File: src/rtl/run_splitter_pkg.sv
// Shared tuple constants for the run splitter / merger pair.
// Holds tuple width, key field position and the run terminator key.
package run_splitter_pkg;

    localparam int DATA_WIDTH = 128;
    localparam int KEY_LSB = 0;
    localparam int KEY_MSB = 31;
    localparam logic [KEY_MSB-KEY_LSB:0] TERM_KEY = '0;

    function automatic logic is_term(
        input logic [KEY_MSB-KEY_LSB:0] key
    );
        return key == TERM_KEY;
    endfunction

endpackage

File: src/rtl/run_splitter_if.sv
// Upstream write port and two downstream FWFT read ports of run_splitter.
// slave: splitter side; master: traffic source / sink side.
interface run_splitter_if #(
    parameter int DATA_WIDTH = run_splitter_pkg::DATA_WIDTH
);

    logic [DATA_WIDTH-1:0] i_data;
    logic                  i_write;
    logic                  o_ready;
    logic [DATA_WIDTH-1:0] o_fifo_1;
    logic [DATA_WIDTH-1:0] o_fifo_2;
    logic                  o_fifo_1_empty;
    logic                  o_fifo_2_empty;
    logic                  i_fifo_1_read;
    logic                  i_fifo_2_read;
    logic [15:0]           o_run_count;
    logic                  o_overrun;

    modport slave (
        input  i_data, i_write, i_fifo_1_read, i_fifo_2_read,
        output o_ready, o_fifo_1, o_fifo_2,
        output o_fifo_1_empty, o_fifo_2_empty,
        output o_run_count, o_overrun
    );

    modport master (
        output i_data, i_write, i_fifo_1_read, i_fifo_2_read,
        input  o_ready, o_fifo_1, o_fifo_2,
        input  o_fifo_1_empty, o_fifo_2_empty,
        input  o_run_count, o_overrun
    );

endinterface

File: src/rtl/sync_fifo16.sv
// First-word-fall-through synchronous FIFO, synchronous active-high reset.
// Ports: clk, rst, wr_en/wr_data, rd_en/rd_data (head), empty, full, count.
module sync_fifo16 #(
    parameter int DATA_WIDTH = 128,
    parameter int DEPTH      = 16
) (
    input  logic                    clk,
    input  logic                    rst,
    input  logic                    wr_en,
    input  logic [DATA_WIDTH-1:0]   wr_data,
    input  logic                    rd_en,
    output logic [DATA_WIDTH-1:0]   rd_data,
    output logic                    empty,
    output logic                    full,
    output logic [$clog2(DEPTH):0]  count
);

    localparam int AW = $clog2(DEPTH);
    localparam logic [AW:0] FULL_CNT = (AW+1)'(DEPTH);

    logic [DATA_WIDTH-1:0] mem_q [DEPTH];
    logic [AW-1:0] wr_ptr_q, wr_ptr_d;
    logic [AW-1:0] rd_ptr_q, rd_ptr_d;
    logic [AW:0]   count_q, count_d;
    logic          do_rd, do_wr;

    always_comb begin
        do_rd    = 1'b0;
        do_wr    = 1'b0;
        wr_ptr_d = wr_ptr_q;
        rd_ptr_d = rd_ptr_q;
        count_d  = count_q;
        if (!rst) begin
            do_rd = rd_en && (count_q != '0);
            // a pop on the same edge frees the slot for a write when full
            do_wr = wr_en && ((count_q != FULL_CNT) || do_rd);
        end
        if (do_rd) rd_ptr_d = rd_ptr_q + 1'b1;
        if (do_wr) wr_ptr_d = wr_ptr_q + 1'b1;
        count_d = count_q + {{AW{1'b0}}, do_wr}
                          - {{AW{1'b0}}, do_rd};
    end

    always_ff @(posedge clk) begin
        if (rst) begin
            wr_ptr_q <= '0;
            rd_ptr_q <= '0;
            count_q  <= '0;
        end else begin
            wr_ptr_q <= wr_ptr_d;
            rd_ptr_q <= rd_ptr_d;
            count_q  <= count_d;
        end
    end

    always_ff @(posedge clk) begin
        if (do_wr) mem_q[wr_ptr_q] <= wr_data;
    end

    assign rd_data = mem_q[rd_ptr_q];
    assign empty   = (count_q == '0);
    assign full    = (count_q == FULL_CNT);
    assign count   = count_q;

endmodule

File: src/rtl/run_splitter.sv
// Splits a tuple stream into two FWFT buffers, one run per buffer in turn.
// Ports: i_clk, i_rst, bus (write port, two read ports, run count, overrun).
module run_splitter #(
    parameter int DATA_WIDTH = run_splitter_pkg::DATA_WIDTH,
    parameter int DEPTH      = 16
) (
    input  logic           i_clk,
    input  logic           i_rst,
    run_splitter_if.slave  bus
);

    import run_splitter_pkg::*;

    localparam int AW = $clog2(DEPTH);
    localparam logic [AW:0] READY_MAX = (AW+1)'(DEPTH - 2);

    logic        sel_q, sel_d;
    logic [15:0] run_count_q, run_count_d;
    logic        overrun_q, overrun_d;
    logic        ready_q, ready_d;

    logic          wr_1, wr_2;
    logic          full_1, full_2;
    logic          empty_1, empty_2;
    logic [AW:0]   cnt_1, cnt_2;
    logic          pop_1, pop_2;
    logic          acc_1, acc_2;
    logic [AW:0]   nxt_1, nxt_2;
    logic          term;

    assign wr_1 = bus.i_write && !sel_q;
    assign wr_2 = bus.i_write &&  sel_q;

    sync_fifo16 #(.DATA_WIDTH(DATA_WIDTH), .DEPTH(DEPTH)) u_fifo_1 (
        .clk     (i_clk),
        .rst     (i_rst),
        .wr_en   (wr_1),
        .wr_data (bus.i_data),
        .rd_en   (bus.i_fifo_1_read),
        .rd_data (bus.o_fifo_1),
        .empty   (empty_1),
        .full    (full_1),
        .count   (cnt_1)
    );

    sync_fifo16 #(.DATA_WIDTH(DATA_WIDTH), .DEPTH(DEPTH)) u_fifo_2 (
        .clk     (i_clk),
        .rst     (i_rst),
        .wr_en   (wr_2),
        .wr_data (bus.i_data),
        .rd_en   (bus.i_fifo_2_read),
        .rd_data (bus.o_fifo_2),
        .empty   (empty_2),
        .full    (full_2),
        .count   (cnt_2)
    );

    always_comb begin
        sel_d       = sel_q;
        run_count_d = run_count_q;
        overrun_d   = overrun_q;
        term        = is_term(bus.i_data[KEY_MSB:KEY_LSB]);
        pop_1       = bus.i_fifo_1_read && !empty_1;
        pop_2       = bus.i_fifo_2_read && !empty_2;
        acc_1       = wr_1 && (!full_1 || pop_1);
        acc_2       = wr_2 && (!full_2 || pop_2);
        // occupancy after this edge; ready looks ahead so two
        // in-flight writes always find room
        nxt_1 = cnt_1 + {{AW{1'b0}}, acc_1} - {{AW{1'b0}}, pop_1};
        nxt_2 = cnt_2 + {{AW{1'b0}}, acc_2} - {{AW{1'b0}}, pop_2};
        ready_d = (nxt_1 <= READY_MAX) && (nxt_2 <= READY_MAX);
        if (bus.i_write) begin
            // a dropped terminator still closes the run
            if (term) begin
                sel_d       = !sel_q;
                run_count_d = run_count_q + 16'd1;
            end
            if (!(acc_1 || acc_2)) overrun_d = 1'b1;
        end
    end

    always_ff @(posedge i_clk) begin
        if (i_rst) begin
            sel_q       <= 1'b0;
            run_count_q <= '0;
            overrun_q   <= 1'b0;
            ready_q     <= 1'b0;
        end else begin
            sel_q       <= sel_d;
            run_count_q <= run_count_d;
            overrun_q   <= overrun_d;
            ready_q     <= ready_d;
        end
    end

    assign bus.o_ready        = ready_q;
    assign bus.o_run_count    = run_count_q;
    assign bus.o_overrun      = overrun_q;
    assign bus.o_fifo_1_empty = empty_1;
    assign bus.o_fifo_2_empty = empty_2;

endmodule

File: src/flat_wrapper.sv
// flat-port wrapper written by rule: the top's interface ports become plain ports
module run_splitter_flat import run_splitter_pkg::*;
#(
    parameter int DATA_WIDTH = run_splitter_pkg::DATA_WIDTH,
    parameter int DEPTH      = 16
)
  (i_clk, i_rst, bus_i_data, bus_i_write, bus_i_fifo_1_read, bus_i_fifo_2_read, bus_o_ready, bus_o_fifo_1, bus_o_fifo_2, bus_o_fifo_1_empty, bus_o_fifo_2_empty, bus_o_run_count, bus_o_overrun);
  run_splitter_if #(.DATA_WIDTH(DATA_WIDTH)) bus_i ();
  input  logic i_clk;
  input  logic i_rst;
  input wire logic [$bits(bus_i.i_data)-1:0] bus_i_data;
  input wire logic [$bits(bus_i.i_write)-1:0] bus_i_write;
  input wire logic [$bits(bus_i.i_fifo_1_read)-1:0] bus_i_fifo_1_read;
  input wire logic [$bits(bus_i.i_fifo_2_read)-1:0] bus_i_fifo_2_read;
  output wire logic [$bits(bus_i.o_ready)-1:0] bus_o_ready;
  output wire logic [$bits(bus_i.o_fifo_1)-1:0] bus_o_fifo_1;
  output wire logic [$bits(bus_i.o_fifo_2)-1:0] bus_o_fifo_2;
  output wire logic [$bits(bus_i.o_fifo_1_empty)-1:0] bus_o_fifo_1_empty;
  output wire logic [$bits(bus_i.o_fifo_2_empty)-1:0] bus_o_fifo_2_empty;
  output wire logic [$bits(bus_i.o_run_count)-1:0] bus_o_run_count;
  output wire logic [$bits(bus_i.o_overrun)-1:0] bus_o_overrun;
  assign bus_i.i_data = bus_i_data;
  assign bus_i.i_write = bus_i_write;
  assign bus_i.i_fifo_1_read = bus_i_fifo_1_read;
  assign bus_i.i_fifo_2_read = bus_i_fifo_2_read;
  assign bus_o_ready = bus_i.o_ready;
  assign bus_o_fifo_1 = bus_i.o_fifo_1;
  assign bus_o_fifo_2 = bus_i.o_fifo_2;
  assign bus_o_fifo_1_empty = bus_i.o_fifo_1_empty;
  assign bus_o_fifo_2_empty = bus_i.o_fifo_2_empty;
  assign bus_o_run_count = bus_i.o_run_count;
  assign bus_o_overrun = bus_i.o_overrun;
  run_splitter #(.DATA_WIDTH(DATA_WIDTH), .DEPTH(DEPTH)) u_core (.i_clk(i_clk), .i_rst(i_rst), .bus(bus_i));
endmodule
File: config.mk
export PLATFORM = sky130hd
export DESIGN_NAME = run_splitter_flat
export DESIGN_NICKNAME = d
export VERILOG_FILES = /design/src/rtl/run_splitter_pkg.sv /design/src/rtl/run_splitter_if.sv /design/src/rtl/sync_fifo16.sv /design/src/rtl/run_splitter.sv /design/src/flat_wrapper.sv
export SDC_FILE = /design/constraint.sdc
export NUM_CORES = 2
export LEC_CHECK = 0
export ABC_CLOCK_PERIOD_IN_PS = 9000
export CAP_MARGIN = 0
export CELL_PAD_IN_SITES_DETAIL_PLACEMENT = 1
export CELL_PAD_IN_SITES_GLOBAL_PLACEMENT = 1
export CORE_AREA = 2 2 624 626
export DETAILED_ROUTE_END_ITERATION = 8
export DIE_AREA = 0 0 626 628
export GPL_TIMING_DRIVEN = 0
export PLACE_DENSITY = 0.57
export RECOVER_POWER = 100
export SLEW_MARGIN = 30
export SYNTH_ARGS = -nofsm -noshare
export SYNTH_HDL_FRONTEND = slang
export SYNTH_HIERARCHICAL = 1
export SYNTH_SLANG_ARGS = --single-unit
File: constraint.sdc
create_clock -name i_clk -period 9 [get_ports i_clk]
set_input_delay 1.35 -clock i_clk [delete_from_list [all_inputs] [get_ports i_clk]]
set_output_delay 1.35 -clock i_clk [all_outputs]
set_load 0.005 [all_outputs]
Word-level counts from Yosys, hierarchy flattened --
Memories as Yosys holds them, arrays and structs flattened. A register that Yosys moved wholly into a read port is not among the register bits. Cells that the tools add are included.
Word-level totals: RAM bits 4096, register bits after elaboration 45, memories 2
Memory list:
- u_core.u_fifo_1.mem_q | words 16, bits a word 128, rd ports 1, clocked after memory_dff 1, wr ports 1, RTL line sync_fifo16.sv:21 | logic [DATA_WIDTH-1:0] mem_q [DEPTH];
- u_core.u_fifo_2.mem_q | words 16, bits a word 128, rd ports 1, clocked after memory_dff 1, wr ports 1, RTL line sync_fifo16.sv:21
Cells by class: add/subtract/negate cells 13, order comparisons 2, bitwise operators 1, eq/ne operators 4, reduce and logical (&&, ||, !) cells 28, muxes and demuxes 12
Operators with widths (number):
- $logic_not 32->1 | 1
- $add 5x1->5 | 4
- $sub 5x1->5 | 4
- $add 16x1->16 const B | 1
- $add 4x1->4 const B | 4
- $mux 4 | 4
- $logic_and 1x1->1 | 11
- $eq 5x5->1 const B | 2
- $le 5x4->1 const B | 2
- $logic_not 5->1 | 2
- $ne 5x5->1 const B | 2
- $reduce_bool 5->1 | 2
- $mux 1 | 8
- $logic_not 1->1 | 5
- $logic_or 1x1->1 | 5
- $reduce_and 2->1 | 2
- $not 1->1 | 1

Logic depth before layout (Yosys ltp) --
depth in word-level cells 9, depth in mapped cells 16, gate-level depth less buffers 16

Hierarchy --
Netlist, hierarchy kept.
Modules (own cells, without submodules):
- sync_fifo16 at u_core.u_fifo_2 | seq. area each 61839.3 um2, area an instance 78172.5 um2, instances 1, cells an instance 3150
- sync_fifo16 at u_core.u_fifo_1 | seq. area each 61839.3 um2, area an instance 78112.4 um2, instances 1, cells an instance 3175
- run_splitter | seq. area each 380.4 um2, area an instance 1326.3 um2, instances 1, cells an instance 162

Worst setup path after synthesis --
Ideal clock, no wire load.
kind in2reg, start input bus_i_write, end memory u_core.u_fifo_1.mem_q[3][0], enable pin, required time 8383 ps, stages on the path 4, arrival time 7294 ps, setup slack 1089 ps, cells stage by stage nor2b_1 > o21a_1 > nand2_1 > nor2_1
On the way: longest elaborated chain between the ends 5
RTL lines:
- start: declaration | RTL line flat_wrapper.sv:12 | input wire logic [$bits(bus_i.i_write)-1:0] bus_i_write;
- $logic_and 1x1->1 | RTL line run_splitter.sv:31 | assign wr_1 = bus.i_write && !sel_q;
- $logic_and 1x1->1 | RTL line sync_fifo16.sv:36 | do_wr = wr_en && ((count_q != FULL_CNT) || do_rd);
- $mux 1 | RTL line sync_fifo16.sv:33 | if (!rst) begin
- $mux 1 | RTL line sync_fifo16.sv:57 | if (do_wr) mem_q[wr_ptr_q] <= wr_data;
- $mux 1 (implied by the code) | RTL line sync_fifo16.sv:57
- end: declaration | RTL line sync_fifo16.sv:21
Every way passes these cells.

==> results by group <==
Synth
  – Number of flops mapped to enable cells by yosys: slightly above 4,000
  – Ys Warns: 6
  – Netlist cell types: just over 50
  – Post-synth top area share: 0.7804
  – Mean Syn Cell Area: 24.30 sq um
  – Post-Syn Area: between 0.15 and 0.2 sq mm
  – Sequential share of the synthesized area: 0.7871
  – Post-Synthesis Cells: 6,487
  – Most area-consuming cells after synthesis: edfxtp_1, mux4_2, mux2i_1
  – Synth Flop Type: edfxtp_1
  – Count leader, synth: edfxtp_1
  – Synth top cells by count: edfxtp_1, mux4_2, a21oi_1, mux2i_1, clkbuf_1
  – Leading area contributor after synthesis: edfxtp_1
  – Async SR Flop Fraction: 0
  – #FFs+latches synth: 4,149
  – Synth Net Count: 6,657

Global routing
  – Grt ovf: 0
  – Initial antenna violation count: 84
  – Largest net degree at the start of global routing: 34
  – GRT Overall Usage: 0.2533
  – First-pass GRT wire length: ~680,000 um
  – Via count of the first global-routing pass: 81,029

Timing
  – Slew margin rel.: -0.6127
  – Fin. Hold Viols: 0
  – Final period util: 0.9407
  – Final min period: 8.467 ns
  – Max Clk Rate: 118.1 MHz
  – Clock Skew: 0.03834 ns
  – Worst-Margin Slew: ~2.4 ns
  – Pins Over Slew Limit: 2,135
  – RSZ-0062 raised after global routing: no
  – TNS Setup: 0 ns
  – Count of final setup violators: 0

Floorplan
  – Num rows: between 200 and 250
  – Die Area: between 0.3 and 0.4 sq mm
  – Initial core utilization: 0.4072
  – Die X-Extent: 626 um
  – Core area: around 0.39 sq mm
  – Top Ports: approximately 410
  – Die Span Y: 628 um

Worst setup path
  – CP Data Arrival Time: 7.12 ns
  – R2R cell count: 12
  – RR Startpoint: u_core/u_fifo_1/count[3]$_SDFF_PP0_
  – Crit path kind: reg2out
  – Worst setup EP type: output pin
  – RR Endpoint: u_core/u_fifo_1/mem_q[14][48]$_DFFE_PP_
  – Worst setup SP type: register
  – Slack of the worst reg-to-reg path: 1.78 ns
  – Worst EP required: between 7 and 8 ns
  – Maximum fanout along the worst path: 10

Drt
  – Routed Antenna Nets: 0
  – DRT Wirelength: between 500,000 and 600,000 um
  – DRC viols: 0
  – Via count: 78,247
  – Routed vias/inst: 5.872
  – DR pass1 iterations: 6
  – Avg WL per Cell: 37.70 um
  – DRT iter0 DRCs: 9,362

Job
  – Max Cap Violations: 80

CTS
  – Sink Count: 4,149
  – Clock Tree Buf Depth: 4
  – Post-CTS setup buffers: 0
  – H-tree depth: 5
  – Cts bufs inserted: 434
  – Resized Gates After CTS: 0
  – CTS tree: built
  – Worst skew pair latency: 0.99 ns
  – Root Driver: clkbuf_16
  – Clock-pin slew on the worst setup and hold paths: 0.06 ns
  – Post-CTS Hold Fix Bufs: 0

Hold path
  – Hold WC Path Type: reg2reg
  – Hold wc startpoint: u_core/bus.o_run_count[9]$_SDFFE_PP0P_
  – Hold path cells: 2
  – Hold worst-path end: u_core/bus.o_run_count[9]$_SDFFE_PP0P_

Pwr
  – PD cells: 267.6 mW/mm^2
  – Maximum vdd drop: roughly 0.22 mV
  – Total leakage power: between 0.05 and 0.06 uW

Run status
  – Status: complete, but fails checks
  – Failing checks: capacitance limit, slew limit

Placed design
  – Total placed cells including tap cells: 12,477
  – Half-perimeter wire length after placement: 340,800 um
  – # port buffers: 407
  – RD Place Congestion: ~0.75

Finish
  – Final Non-Filler Cells: 13,326
  – Synth-to-Final Area Change: 16.29%
  – Fill cells: between 30,000 and 40,000
  – Layout cells sized above 1: 0.2494
  – Nets: 7,887
==> per-stage QoR <==
step                instance area [sq um]  hold WS [ns]    util  power [uW]  setup WS, ns
floorplan                          157600        0.4605       -       27610         1.089
global placement                   168200        0.4867  0.4345       32040        -9.383
detailed placement                 178400        0.5018  0.4608       32190         2.279
CTS                                192300        0.5194  0.4968       49830         1.188
global route                       183200        0.5485  0.4733       50520        0.6340
finish                             183300        0.5214  0.4735       49040        0.5333
==> cells by family (layout without fill, tap and decap cells) <==
family | Yosys count | after routing | share of synthesized area
other cells | 0 | 45 | 0
buf+inv | 378 | 1975 | 0.01352
mux | 1296 | 1296 | 0.1719
simple gates | 261 | 261 | 0.009082
flops | 4149 | 4149 | 0.7871
fa+ha+maj | 37 | 37 | 0.003128
xor+xnor | 24 | 24 | 0.001334
compound gates | 342 | 342 | 0.01390
==> registers in the layout (all words and copies together) (netlist names), named ones only <==
register,cells
u_core/u_fifo_2/wr_ptr_q,4
u_core/u_fifo_1/mem_q,2048
u_core/u_fifo_1/count,5
u_core/u_fifo_2/mem_q,2048
u_core/bus.o_ready,1
u_core/u_fifo_2/count,5
u_core/bus.o_overrun,1
u_core/u_fifo_1/wr_ptr_q,4
u_core/bus.o_run_count,16
u_core/u_fifo_2/rd_ptr_q,4
u_core/u_fifo_1/rd_ptr_q,4
u_core/sel_q,1
==> power breakdown <==
group | switching [uW] | internal, uW
Combinational | 5410 | 4480
Clock | 7590 | 10100
Sequential | 66.8 | 21400
==> placed cells by master, fill, tap and decap left out, types with 83 or more instances in the layout <==
master and instances:
dlygate4sd3_1 223, nor2b_1 98, clkbuf_1 696, mux4_2 1125
buf_2 83, mux2i_1 133, a211oi_1 86, a21oi_1 138
clkinv_1 101, clkbuf_16 445, clkinv_2 84, edfxtp_1 4096
==> per-layer routing <==
layer | GRT usage | routed length (um)
met1 | 0.3545 | 205100
met2 | 0.4164 | 245800
met3 | 0.03667 | 35530
met4 | 0.06969 | 15640
met5 | 0 | 260
==> worst max-delay path by stage <==
stage / startpoint / end / slack [ns] / cells past startpoint
after floorplan: bus_i_write / u_core/u_fifo_1/mem_q[3][0]$_DFFE_PP_ / 1.09 / 4
after global placement: bus_i_write / u_core/u_fifo_1/mem_q[11][51]$_DFFE_PP_ / -9.38 / 5
after detailed placement: register / bus_o_fifo_1[101] / 2.28 / 8
after CTS: register / bus_o_fifo_1[101] / 1.19 / 8
after global routing: register / bus_o_fifo_1[115] / 0.63 / 6
final: register / bus_o_fifo_2[78] / 0.53 / 8
==> critical path, cell delays in order (launching register included) <==
cell and delay, ns:
dfxtp_1 0.32, buf_2 0.27, buf_4 0.28, clkbuf_1 1.20, clkbuf_1 1.19, buf_2 0.97, clkbuf_1 0.75, a21oi_1 0.39
dlygate4sd3_1 0.70
==> final cells by class <==
cell class | instances | area, sq um | area share
inverter | 41 | 153.9 | 0.0008397
buffer | 337 | 2006 | 0.01094
sequential | 4149 | 124100 | 0.6769
antenna | 45 | 112.6 | 0.0006144
multi-input combinational | 1960 | 31420 | 0.1714
clock buffer | 549 | 11570 | 0.06310
tap | 5197 | 6502 | 0.03548
timing repair buffer | 794 | 5102 | 0.02784
clock inverter | 254 | 2366 | 0.01291
(Power assumes the default switching activity.)
